`src/rtl/fifo_rd_stream_if.sv`:
```
// fifo_rd_stream_if -- the signal bundle for fifo_rd_stream.
// It carries the fifo_mem read-side signals and the outgoing valid/ready stream.
//   fifo_empty : fifo_mem empty flag (from the FIFO)
//   fifo_data  : fifo_mem data_out, valid the cycle after fifo_rd
//   fifo_rd    : read strobe to fifo_mem
//   m_data     : stream data
//   m_valid    : stream data valid
//   m_ready    : downstream accept
// The master modport is the controller. The slave modport is the FIFO plus the sink.
interface fifo_rd_stream_if #(
   parameter int DW = 8
);
   logic          fifo_empty;
   logic [DW-1:0] fifo_data;
   logic          fifo_rd;
   logic [DW-1:0] m_data;
   logic          m_valid;
   logic          m_ready;

   modport master (
      input  fifo_empty, fifo_data, m_ready,
      output fifo_rd, m_data, m_valid
   );

   modport slave (
      output fifo_empty, fifo_data, m_ready,
      input  fifo_rd, m_data, m_valid
   );
endinterface

```
`src/rtl/fifo_rd_stream.sv`:
```
// fifo_rd_stream -- read-side controller for fifo_mem.
// It issues reads only when the FIFO holds data and a buffer slot is free.
// Returned words are staged in a 3-entry buffer and presented on a valid/ready stream.
//   clk        : rising-edge clock
//   rst        : asynchronous active-high reset
//   enable     : permits new FIFO reads
//   flush      : synchronous discard of buffered and in-flight words
//   bus        : FIFO read port and output stream (fifo_rd_stream_if.master)
//   xfer_count : completed stream handshakes, wraps modulo 2^CW
//   busy       : high whenever the controller is not IDLE
module fifo_rd_stream #(
   parameter int DW = 8,
   parameter int CW = 16
) (
   input  logic                  clk,
   input  logic                  rst,
   input  logic                  enable,
   input  logic                  flush,
   fifo_rd_stream_if.master      bus,
   output logic [CW-1:0]         xfer_count,
   output logic                  busy
);

   typedef enum logic [1:0] {
      IDLE  = 2'd0,
      RUN   = 2'd1,
      DRAIN = 2'd2
   } state_t;

   state_t        state_reg;
   logic [1:0]    occ_reg;
   logic [1:0]    head_reg;
   logic [1:0]    tail_reg;
   logic          inflight_reg;
   logic [CW-1:0] xfer_count_reg;
   logic [DW-1:0] buf_mem [0:2];

   logic [2:0]    level;
   logic          rd_ok;
   logic          push;
   logic          pop;

   // Advance a ring index over the three buffer slots.
   function automatic logic [1:0] bump(input logic [1:0] p);
      bump = (p == 2'd2) ? 2'd0 : p + 2'd1;
   endfunction

   // Committed slots: words already buffered plus a word still returning.
   // Capping this at 3 means a returning word always has a slot.
   assign level = {1'b0, occ_reg} + {2'b00, inflight_reg};

   assign rd_ok = enable & ~bus.fifo_empty & ~flush & (level < 3'd3) & (state_reg == RUN);
   assign bus.fifo_rd = rd_ok & ~rst;

   assign bus.m_valid = (occ_reg != 2'd0);
   assign bus.m_data  = buf_mem[head_reg];

   // A flush overrides both directions. Suppressing the push is what
   // discards the word that returns during the flush cycle.
   assign push = inflight_reg & ~flush;
   assign pop  = bus.m_valid & bus.m_ready & ~flush;

   assign xfer_count = xfer_count_reg;
   assign busy       = (state_reg != IDLE);

   always_ff @(posedge clk or posedge rst) begin
      if (rst) begin
         for (int i = 0; i < 3; i++) buf_mem[i] <= '0;
      end else if (push) begin
         buf_mem[tail_reg] <= bus.fifo_data;
      end
   end

   always_ff @(posedge clk or posedge rst) begin
      if (rst) begin
         state_reg      <= IDLE;
         occ_reg        <= 2'd0;
         head_reg       <= 2'd0;
         tail_reg       <= 2'd0;
         inflight_reg   <= 1'b0;
         xfer_count_reg <= '0;
      end else begin
         inflight_reg <= bus.fifo_rd;
         if (flush) begin
            occ_reg   <= 2'd0;
            head_reg  <= 2'd0;
            tail_reg  <= 2'd0;
            state_reg <= enable ? RUN : IDLE;
         end else begin
            case ({push, pop})
               2'b10:   occ_reg <= occ_reg + 2'd1;
               2'b01:   occ_reg <= occ_reg - 2'd1;
               default: occ_reg <= occ_reg;
            endcase
            if (push) tail_reg <= bump(tail_reg);
            if (pop) begin
               head_reg       <= bump(head_reg);
               xfer_count_reg <= xfer_count_reg + 1'b1;
            end
            case (state_reg)
               IDLE:
                  if (enable) state_reg <= RUN;
               RUN:
                  if (!enable) state_reg <= (level != 3'd0) ? DRAIN : IDLE;
               DRAIN:
                  if (enable)
                     state_reg <= RUN;
                  else if (occ_reg == 2'd0 && !inflight_reg)
                     state_reg <= IDLE;
               default:
                  state_reg <= IDLE;
            endcase
         end
      end
   end

endmodule

```
`src/flat_wrapper.sv`:
```
// flat-port wrapper written by rule: the top's interface ports become plain ports
module fifo_rd_stream_flat 
#(
   parameter int DW = 8,
   parameter int CW = 16
)
  (clk, rst, enable, flush, xfer_count, busy, bus_fifo_empty, bus_fifo_data, bus_m_ready, bus_fifo_rd, bus_m_data, bus_m_valid);
  fifo_rd_stream_if #(.DW(DW)) bus_i ();
  input  logic clk;
  input  logic rst;
  input  logic enable;
  input  logic flush;
  output logic [CW-1:0] xfer_count;
  output logic busy;
  input wire logic [$bits(bus_i.fifo_empty)-1:0] bus_fifo_empty;
  input wire logic [$bits(bus_i.fifo_data)-1:0] bus_fifo_data;
  input wire logic [$bits(bus_i.m_ready)-1:0] bus_m_ready;
  output wire logic [$bits(bus_i.fifo_rd)-1:0] bus_fifo_rd;
  output wire logic [$bits(bus_i.m_data)-1:0] bus_m_data;
  output wire logic [$bits(bus_i.m_valid)-1:0] bus_m_valid;
  assign bus_i.fifo_empty = bus_fifo_empty;
  assign bus_i.fifo_data = bus_fifo_data;
  assign bus_i.m_ready = bus_m_ready;
  assign bus_fifo_rd = bus_i.fifo_rd;
  assign bus_m_data = bus_i.m_data;
  assign bus_m_valid = bus_i.m_valid;
  fifo_rd_stream #(.DW(DW), .CW(CW)) u_core (.clk(clk), .rst(rst), .enable(enable), .flush(flush), .bus(bus_i), .xfer_count(xfer_count), .busy(busy));
endmodule
```
`config.mk`:
```
export PLATFORM = sky130hd
export DESIGN_NAME = fifo_rd_stream_flat
export DESIGN_NICKNAME = d
export VERILOG_FILES = /design/src/rtl/fifo_rd_stream_if.sv /design/src/rtl/fifo_rd_stream.sv /design/src/flat_wrapper.sv
export SDC_FILE = /design/constraint.sdc
export NUM_CORES = 1
export LEC_CHECK = 0
export ABC_AREA = 1
export BUFFER_PORTS_ARGS = -buffer_cell sky130_fd_sc_hd__clkbuf_2
export CORE_MARGIN = 5
export CORE_UTILIZATION = 50
export DETAILED_ROUTE_END_ITERATION = 8
export GPL_TIMING_DRIVEN = 1
export PLACE_DENSITY = 0.75
export REMOVE_ABC_BUFFERS = 1
export SKIP_CTS_REPAIR_TIMING = 1
export SYNTH_ARGS = -nofsm -noshare
export SYNTH_HDL_FRONTEND = slang
export SYNTH_SLANG_ARGS = --single-unit
```
`constraint.sdc`:
```
create_clock -name clk -period 1.85 [get_ports clk]
set_input_delay 0.185 -clock clk [delete_from_list [all_inputs] [get_ports clk]]
set_output_delay 0.185 -clock clk [all_outputs]
set_load 0.01 [all_outputs]
```
==> impl_results.rst <==
.. list-table::
   :header-rows: 1

   * - Metric
     - Value
   * - Result of the run
     - complete, no violations
   * - Sequential cell area fraction in the yosys report
     - 0.501
   * - Number of H-tree levels
     - 2
   * - Number of global-route vias before repair
     - 1,849
   * - Max reg flops
     - 24
   * - Antenna diodes
     - 0
   * - Post-synthesis async set-or-reset flop share
     - 1.00
   * - Netlist cell types
     - 24
   * - TritonCTS clock tree
     - yes
   * - Die extent in y
     - 79.9 um
   * - Std-Cell Rows
     - 25
   * - Number of nets still failing antenna checks after routing
     - 0
   * - Worst vdd ir
     - 594 uV
   * - Share of Yosys cell area claimed by the top area cell type
     - 0.501
   * - Crit path largest cell delay
     - 430 ps
   * - Fin Setup TNS
     - 0 ps
   * - RSZ-0062 raised after global routing
     - false
   * - Cell at the root of the clock tree
     - sky130_fd_sc_hd__clkbuf_8
   * - Buf/Inv on CP
     - 1
   * - Detailed Routing Iterations Pass 1
     - 4
   * - Post-layout instance count excluding filler cells
     - 410
   * - Number of top-level design ports
     - 41
   * - Leakage Power
     - 1.43 nW
   * - Worst flop-to-flop path startpoint
     - u_core.xfer_count[1]
   * - Cell family with the largest share of critical-path delay
     - flip-flops
   * - Post-route total power
     - 0.00275 W
   * - Kind of path behind the tightest hold check
     - primary input to asynchronous set/reset pin
   * - Post-synthesis instance area
     - 0.00245 mm2
   * - Data required time of the critical path
     - 1660 ps
   * - Commonest non-fill, non-tap cell in the layout
     - sky130_fd_sc_hd__nand2_1
   * - Horizontal extent of the die
     - 79.9 um
   * - Via count
     - 1,979
   * - Cell Count Post-Placement
     - 401
   * - Worst-Margin Slew
     - 609 ps
   * - Crit path time final
     - 1780 ps
   * - Worst setup path category
     - flop to output port
   * - Count of flip-flops with a built-in enable after synthesis
     - 0
   * - Final wirelength
     - 4930 um
   * - Rel. slew slack
     - 0.594
   * - Leading cell types in the layout, fill and taps excluded
     - sky130_fd_sc_hd__nand2_1, sky130_fd_sc_hd__dfrtp_1, sky130_fd_sc_hd__clkbuf_2
   * - Global-route wire length before repair
     - 8250 um
   * - Ys flop type
     - sky130_fd_sc_hd__dfrtp_1
   * - CP Launch Type
     - flop
   * - Maximum capacitance violations
     - 0
   * - Global Route Usage Sum
     - 0.165
   * - IO Port Bufs
     - 40
   * - Maximum number of pins on one net before global-route repair
     - 50
   * - Final number of max-transition violations
     - 0
   * - Count of fill cells added during filler insertion
     - 420
   * - Power density relative to cell area
     - 968 mW/mm2
   * - Total half-perimeter wirelength after legalization and detailed placement
     - 3510 um
   * - Final weighted congestion of routability-driven global placement
     - 0.796
   * - Starting DRC count in detailed routing
     - 102
   * - Max Fanout on Critical Path
     - 4
   * - Critical Path AT
     - 1590 ps
   * - Area of the die
     - 0.00639 mm2
   * - Crit path capture type
     - output port
   * - Vias per std cell
     - 4.83
   * - Clock latency reported for the late side of the worst-skew pair
     - 300 ps
   * - Layout cell share with drive strength beyond 1
     - 0.222
   * - Initial Utilization
     - 0.518
   * - Final hold viol count
     - 0
   * - Max Buffers Root-to-Sink
     - 2
   * - Count of state elements after synthesis
     - 49
   * - YS warnings
     - 0
   * - Layout overhead on the synthesized area
     - 16.0%
   * - Launch point of the worst path
     - u_core.occ_reg[0]
   * - Dominant cell type by area after synthesis
     - sky130_fd_sc_hd__dfrtp_1
   * - Clock Skew
     - 7.16 ps
   * - Post-detailed-route DRC marker count
     - 0
   * - Number of antenna violations at the first check in global routing
     - 0
   * - Total clock buffers created by CTS
     - 5
   * - Max Fclk
     - 0.563 GHz
   * - Total congestion overflow after global routing
     - 0
   * - Critical-path top delay cell
     - sky130_fd_sc_hd__dfrtp_1
   * - Period utilisation layout
     - 0.960
   * - TritonCTS Sinks
     - 49
   * - Synth top area cells
     - sky130_fd_sc_hd__dfrtp_1, sky130_fd_sc_hd__nand2_1, sky130_fd_sc_hd__nand3_1
   * - CP Cell Sequence
     - ha_2, ha_4, nor2_1, nand2_1, a211oi_2, buf_2
   * - Final setup viols
     - 0
   * - Final net count
     - 360
   * - Routed wire per std cell
     - 12.0 um
   * - Mapped Avg Cell Area
     - 8.32 um2
   * - Clock-pin slew on the worst setup and hold paths
     - 90 ps
   * - CORE AREA
     - 0.00472 mm2
   * - Synthesized instance count
     - 294
-- stage by stage --
stage / util / setup slack [ps] / hold WS [ps] / cell area (um2)
6_report: 0.601 / 74.3 / 58.9 / 2840
5_1_grt: 0.601 / 7.87 / 130 / 2840
4_1_cts: 0.593 / -120 / 90.3 / 2800
3_5_place_dp: 0.576 / 209 / 424 / 2720
3_3_place_gp: 0.576 / 265 / 430 / 2720
2_1_floorplan: - / -102 / 327 / 2410
-- logic make-up (layout without fill, tap and decap cells) --
group | Yosys count | in the layout | synth area share
AO/OA/AOI/OAI | 31 | 31 | 0.0737
AND/OR/NAND/NOR | 166 | 166 | 0.310
adder cells (fa/ha/maj) | 3 | 3 | 0.0153
flip-flops | 49 | 49 | 0.501
buffers and inverters | 36 | 85 | 0.0675
XOR/XNOR | 9 | 9 | 0.0322
-- Yosys cell counts (3+ instances only) --
cell type,instances
sky130_fd_sc_hd__nand4_1,7
sky130_fd_sc_hd__nand3_4,4
sky130_fd_sc_hd__inv_1,29
sky130_fd_sc_hd__o21ai_2,6
sky130_fd_sc_hd__nand2_1,105
sky130_fd_sc_hd__buf_6,3
sky130_fd_sc_hd__xor2_1,5
sky130_fd_sc_hd__o21ai_0,5
sky130_fd_sc_hd__nand3_1,22
sky130_fd_sc_hd__nor2_1,20
sky130_fd_sc_hd__ha_1,3
sky130_fd_sc_hd__xnor2_1,4
sky130_fd_sc_hd__dfrtp_1,49
sky130_fd_sc_hd__o21ai_1,19
-- cell type report --
type                            instances  area, um2  area share
Timing Repair Buffer                   45        238      0.0838
Multi-Input combinational cell        209       1070       0.379
Sequential cell                        49       1230       0.433
Clock inverter                          1       8.76     0.00309
Tap cell                               67       83.8      0.0296
Inverter                               33        131      0.0463
Clock buffer                            6       72.6      0.0256
-- path summary, 6_finish.rpt --
check,cells past startpoint,slack (ps),end
max in group asynchronous,3,1330,u_core.inflight_reg
min,3,60,u_core.xfer_count[13]
min reg2reg,2,490,u_core.buf_mem[22]
min in group clk,3,150,u_core.state_reg[0]
max reg2reg,6,480,u_core.xfer_count[8]
max,6,70,bus_fifo_rd
-- where the power goes --
group / internal (W) / switching [W] / leakage (nW) / total [W]
logic: 0.000310 / 0.000480 / 0.744 / 0.000790
clock network: 0.000262 / 0.000341 / 0.0412 / 0.000604
registers: 0.00121 / 0.000139 / 0.649 / 0.00135
total: 0.00179 / 0.000960 / 1.43 / 0.00275
-- routing by layer --
metal / track usage / wire [um]
met1: 0.216 / 2320
met4: 0.0591 / 112
met2: 0.267 / 2260
met3: 0.0372 / 237
met5: 0 / 0
-- worst register-to-register path, delay by kind of cell, from the launching register on --
kind,cells,cell delay [ps]
and+or+nand+nor,4,520
DFF,1,410
adders and majority gates,1,210
AOI/OAI and AO/OA,1,130
Note: power is estimated with default switching activity, not from simulation.
